File: config.mk
export PLATFORM = sky130hd
export DESIGN_NAME = stopwatch_ctrl
export DESIGN_NICKNAME = d
export VERILOG_FILES = /design/src/rtl/stopwatch_pkg.sv /design/src/rtl/rate_prescaler.sv /design/src/rtl/stopwatch_ctrl.sv
export SDC_FILE = /design/constraint.sdc
export NUM_CORES = 1
export LEC_CHECK = 0
export ABC_AREA = 1
export CAP_MARGIN = 30
export CORE_ASPECT_RATIO = 0.8
export CORE_MARGIN = 4
export CORE_UTILIZATION = 38
export DETAILED_ROUTE_END_ITERATION = 7
export PLACE_DENSITY_LB_ADDON = 0.12
export SLEW_MARGIN = 25
export SYNTH_ARGS = -nofsm -noshare
export SYNTH_HDL_FRONTEND = slang
export SYNTH_SLANG_ARGS = --single-unit
File: constraint.sdc
create_clock -name clk -period 4.2 [get_ports clk]
set_input_delay 0.84 -clock clk [delete_from_list [all_inputs] [get_ports clk]]
set_output_delay 0.84 -clock clk [all_outputs]
set_load 0.02 [all_outputs]
File: src/rtl/stopwatch_pkg.sv
// Shared encodings for the stopwatch controller: FSM states, button bit
// positions and the default saturation limit.
package stopwatch_pkg;

  typedef enum logic [1:0] {
    S_STOP = 2'd0,
    S_UP   = 2'd1,
    S_DOWN = 2'd2
  } sw_state_e;

  localparam int BTN_DOWN  = 0;
  localparam int BTN_UP    = 1;
  localparam int BTN_STOP  = 2;
  localparam int BTN_CLEAR = 3;
  localparam int BTN_LAP   = 4;

  localparam int CNT_MAX_DEF = 9999;
  localparam int CNT_W       = 14;

endpackage

File: src/rtl/rate_prescaler.sv
// Tick generator: one-cycle tick every 2^rate clocks, restartable by clr.
module rate_prescaler #(
  parameter int RATE_W = 5
) (
  input  logic              clk,
  input  logic              rst_n,
  input  logic              clr,
  input  logic [RATE_W-1:0] rate,
  output logic              tick
);

  logic [31:0] cnt_q, cnt_d, limit;

  // >= rather than == so a shrinking period mid-count can never lock up.
  always_comb begin
    limit = (32'd1 << rate) - 32'd1;
    tick  = (cnt_q >= limit);
    cnt_d = (tick || clr) ? 32'd0 : cnt_q + 32'd1;
  end

  always_ff @(posedge clk) begin
    if (!rst_n) cnt_q <= 32'd0;
    else        cnt_q <= cnt_d;
  end

endmodule

File: src/rtl/stopwatch_ctrl.sv
// Stopwatch controller: up/down/stop FSM, saturating counter on prescaled
// ticks, and a lap register that freezes the displayed value.
module stopwatch_ctrl
  import stopwatch_pkg::*;
#(
  parameter int CNT_MAX = CNT_MAX_DEF,
  parameter int RATE_W  = 5
) (
  input  logic              clk,
  input  logic              rst_n,
  input  logic [4:0]        btn,
  input  logic [RATE_W-1:0] rate,
  output logic [13:0]       count,
  output logic [13:0]       disp_value,
  output logic [2:0]        led,
  output logic              lap_active
);

  localparam logic [13:0] MAX_V = 14'(CNT_MAX);

  sw_state_e   state_q, state_d;
  logic [4:0]  btn_q, press;
  logic [13:0] count_q, count_d, lap_q, lap_d;
  logic        lap_active_q, lap_active_d;
  logic        tick, clr;

  assign press = btn & ~btn_q;
  assign clr   = press[BTN_CLEAR];

  rate_prescaler #(.RATE_W(RATE_W)) u_presc (
    .clk   (clk),
    .rst_n (rst_n),
    .clr   (clr),
    .rate  (rate),
    .tick  (tick)
  );

  always_comb begin
    state_d      = state_q;
    count_d      = count_q;
    lap_d        = lap_q;
    lap_active_d = lap_active_q;

    if (clr)                     state_d = S_STOP;
    else if (press[BTN_STOP])    state_d = S_STOP;
    else if (press[BTN_UP])      state_d = S_UP;
    else if (press[BTN_DOWN])    state_d = S_DOWN;

    // Ticks act on the registered state; a same-cycle press only moves the FSM.
    if (clr) begin
      count_d = '0;
    end else if (tick) begin
      if (state_q == S_UP && count_q < MAX_V)     count_d = count_q + 14'd1;
      else if (state_q == S_DOWN && count_q != '0) count_d = count_q - 14'd1;
    end

    if (clr) begin
      lap_d        = '0;
      lap_active_d = 1'b0;
    end else if (press[BTN_LAP]) begin
      if (lap_active_q) begin
        lap_active_d = 1'b0;
      end else if (state_q != S_STOP) begin
        lap_d        = count_q;
        lap_active_d = 1'b1;
      end
    end
  end

  always_ff @(posedge clk) begin
    if (!rst_n) begin
      state_q      <= S_STOP;
      count_q      <= '0;
      lap_q        <= '0;
      lap_active_q <= 1'b0;
      btn_q        <= 5'b11111;
    end else begin
      state_q      <= state_d;
      count_q      <= count_d;
      lap_q        <= lap_d;
      lap_active_q <= lap_active_d;
      btn_q        <= btn;
    end
  end

  assign count      = count_q;
  assign lap_active = lap_active_q;
  assign disp_value = lap_active_q ? lap_q : count_q;
  assign led[2]     = (count_q == MAX_V && state_q == S_UP) ||
                      (count_q == '0 && state_q == S_DOWN);
  assign led[1]     = (state_q == S_UP);
  assign led[0]     = (state_q == S_DOWN);

endmodule

==> flow_summary.json <==
{
  "finalCritPeriodShare": 0.910,
  "grt_pass1_vias": 4747,
  "synth_top_area_cell": "dfxtp_1",
  "synth.most_common_cell": "nand2_1",
  "ys_types": 43,
  "wirelength_um": 14700,
  "drive_above_1_share": 0.0847,
  "vias": 5288,
  "period_minus_slack_ps": 3820,
  "slew_violations": 0,
  "hold_viol_final": 0,
  "outcome": "finished clean",
  "drt_iter0_drc": 332,
  "ys_seq_area_frac": 0.261,
  "antenna_cells": 0,
  "core_area_mm2": 0.0131,
  "wl_per_cell_um": 14.2,
  "synthMuxAreaShare": 0,
  "seq_area_mm2": 0.00136,
  "antenna_found_initial": 0,
  "fp.dieH_um": 113,
  "cts_sinks": 68,
  "setup_viol": 0,
  "syn2layout_area_growth_pct": 20.4,
  "clockBufferDepth": 2,
  "clkTransAtPathRegs_ps": 60,
  "synth_compound_area_frac": 0.132,
  "startpoint_type": "input pin",
  "synth_edf_count": 0,
  "synth_fa_ha_area_frac": 0.114,
  "grt_pass1_wl_um": 24400,
  "preCtsSetupSlack_ps": -32.0,
  "path_class": "input pin to flip-flop",
  "routabilityCongestion": 0.906,
  "syn-num-nets": 862,
  "gr-usage-all-layers": 0.188,
  "finalWorstSetupSlack_ps": 378,
  "clock-root-buffer": "clkbuf_16",
  "rows": 37,
  "die_w_um": 139,
  "synth_top_family_by_area": "simple AND/OR/NAND/NOR gates",
  "ioPinCount": 44,
  "min_path_type": "flip-flop to flip-flop",
  "arrival_ps": 4050,
  "tightest_slew_ps": 627,
  "multi_input_area_mm2": 0.00344,
  "cp-end-kind": "flip-flop",
  "async_reset_ff_frac": 0,
  "skew_ps": 10.0,
  "nets": 916,
  "ant_nets": 0,
  "clk_latency_ps": 340,
  "synth_area_per_cell_um2": 6.49,
  "port_buffers": 43,
  "fill_cells": 1411,
  "htreeDepth": 3,
  "synth-warning-count": 0,
  "hpwl_um": 11500,
  "yosys-top-cells-count": "168 x nand2_1, 117 x nor2_1, 87 x inv_1, 74 x a21oi_1, 68 x dfxtp_1",
  "synth_seq_cells": 68,
  "cts_buffers": 9,
  "synthFlopType": "dfxtp_1",
  "ir_drop_mv": 0.213,
  "cts_tree": "done",
  "yosys.area_share.simple": 0.350,
  "slew_headroom": 0.581,
  "clock.fmax_mhz": 262,
  "postSynthCellCount": 803,
  "cap_viol_max_count": 0,
  "yosys.area.top_type_share": 0.261,
  "first_pass_iters": 5,
  "timing.rr.start": "count[12]$_SDFFE_PP0P_",
  "worstPathRequired_ps": 4430,
  "vias_per_cell": 5.10,
  "critPathLaunch": "rate[0]",
  "leakagePower_nw": 2.77,
  "synth_area_leaders": "dfxtp_1 26%, nand2_1 12%, ha_1 11%, nor2_1 8.4%, a21oi_1 7.1%",
  "cp_max_fo": 28,
  "p_per_area_mw_per_mm2": 272,
  "whs_ps": 444,
  "grt_max_degree": 33,
  "drc": 0,
  "synth_xor_xnor_area_share": 0.0588,
  "die-area_mm2": 0.0157,
  "syn_area_mm2": 0.00521,
  "hold_start": "lap_q[9]$_SDFFE_PP0P_",
  "start_util": 0.396,
  "overflow": 0
}
## placed cells by master, fill, tap and decap left out, types with 6 or more instances in the layout
cell type and count:
nor2_2 7, nor2_1 116, a21oi_1 74, nand3_1 54, buf_4 16, nand4_1 17
nand2_2 7, or2_2 6, inv_2 7, dfxtp_1 67, ha_1 46, xnor2_1 13
inv_1 87, xor2_1 22, o21ai_0 37, nor3_1 14, clkdlybuf4s50_1 40, clkbuf_16 9
nand2_1 167
## flip-flops by register name, summed over array words and instances (netlist names)
signal         flops
lap_q             14
btn_q              5
lap_active         1
count             14
state_q            2
u_presc.cnt_q     32
## critical path, stage by stage
cell and delay, ps:
clkdlybuf4s50_1 540, nor2_1 100, nand2_2 130, inv_2 60, o21ai_2 150, inv_1 60, nor2_2 120, nand2_2 100
nor3_4 280, buf_4 160, xnor2_1 90, ha_1 290, nand2_1 70, nor4_1 300, nand2_1 90, nand2_1 80
nand2_1 80, nand2_2 90, buf_12 170, nand3_1 80, nand2_1 90, nor2_1 50
## area by class of cell
cell class,count,share of cell area
Tap cell,175,0.0349
Sequential cell,68,0.217
Clock inverter,6,0.0116
Timing Repair Buffer,61,0.0953
Multi-Input combinational cell,623,0.548
Inverter,94,0.0562
Clock buffer,10,0.0365
## report_power, final
| part | switching (mW) | total, mW | internal [mW] |
|---|---|---|---|
| combinational | 0.164 | 0.261 | 0.0975 |
| clock | 0.310 | 0.775 | 0.465 |
| sequential | 0.0120 | 0.669 | 0.657 |
| total | 0.486 | 1.71 | 1.22 |
## repair_timing
action                                  CTS  global route
endpoints found under the setup margin    0            46
hold buffers                              0             0
setup buffers                             0             6
resized for setup                         0             9
## per-stage QoR
step	cell area (um^2)	std cells	util	power, mW	TNS [ps]
2_1_floorplan	5210	803	-	0.854	0
3_3_place_gp	5900	1015	0.449	0.928	0
3_5_place_dp	5900	1015	0.449	0.931	-135
4_1_cts	6200	1031	0.471	1.72	0
5_1_grt	6270	1037	0.477	1.79	-10.4
6_report	6270	1037	0.477	1.71	0
## kinds of logic (layout without fill, tap and decap cells)
kind of cell | Yosys count | count (layout)
simple gates | 411 | 411
compound gates | 129 | 129
buf+inv | 112 | 171
flops | 68 | 68
fa+ha+maj | 47 | 47
xor+xnor | 35 | 35
other cells | 1 | 1
## final timing paths
path	endpoint	slack [ps]	cells past startpoint
setup reg to reg	count[9]$_SDFFE_PP0P_	1020	13
setup / recovery	count[5]$_SDFFE_PP0P_	380	22
hold / removal	lap_q[9]$_SDFFE_PP0P_	440	2
hold reg to reg	lap_q[9]$_SDFFE_PP0P_	440	2
## routing by layer
| metal | part of all wire | vias to the layer above | global-route usage |
|---|---|---|---|
| li1 | - | 2747 | - |
| met1 | 0.55 | 2413 | 0.296 |
| met2 | 0.40 | 117 | 0.267 |
| met3 | 0.047 | 11 | 0.0321 |
| met4 | 0.0071 | 0 | 0.0385 |
| met5 | 0 | - | 0 |
(Power assumes the default switching activity.)
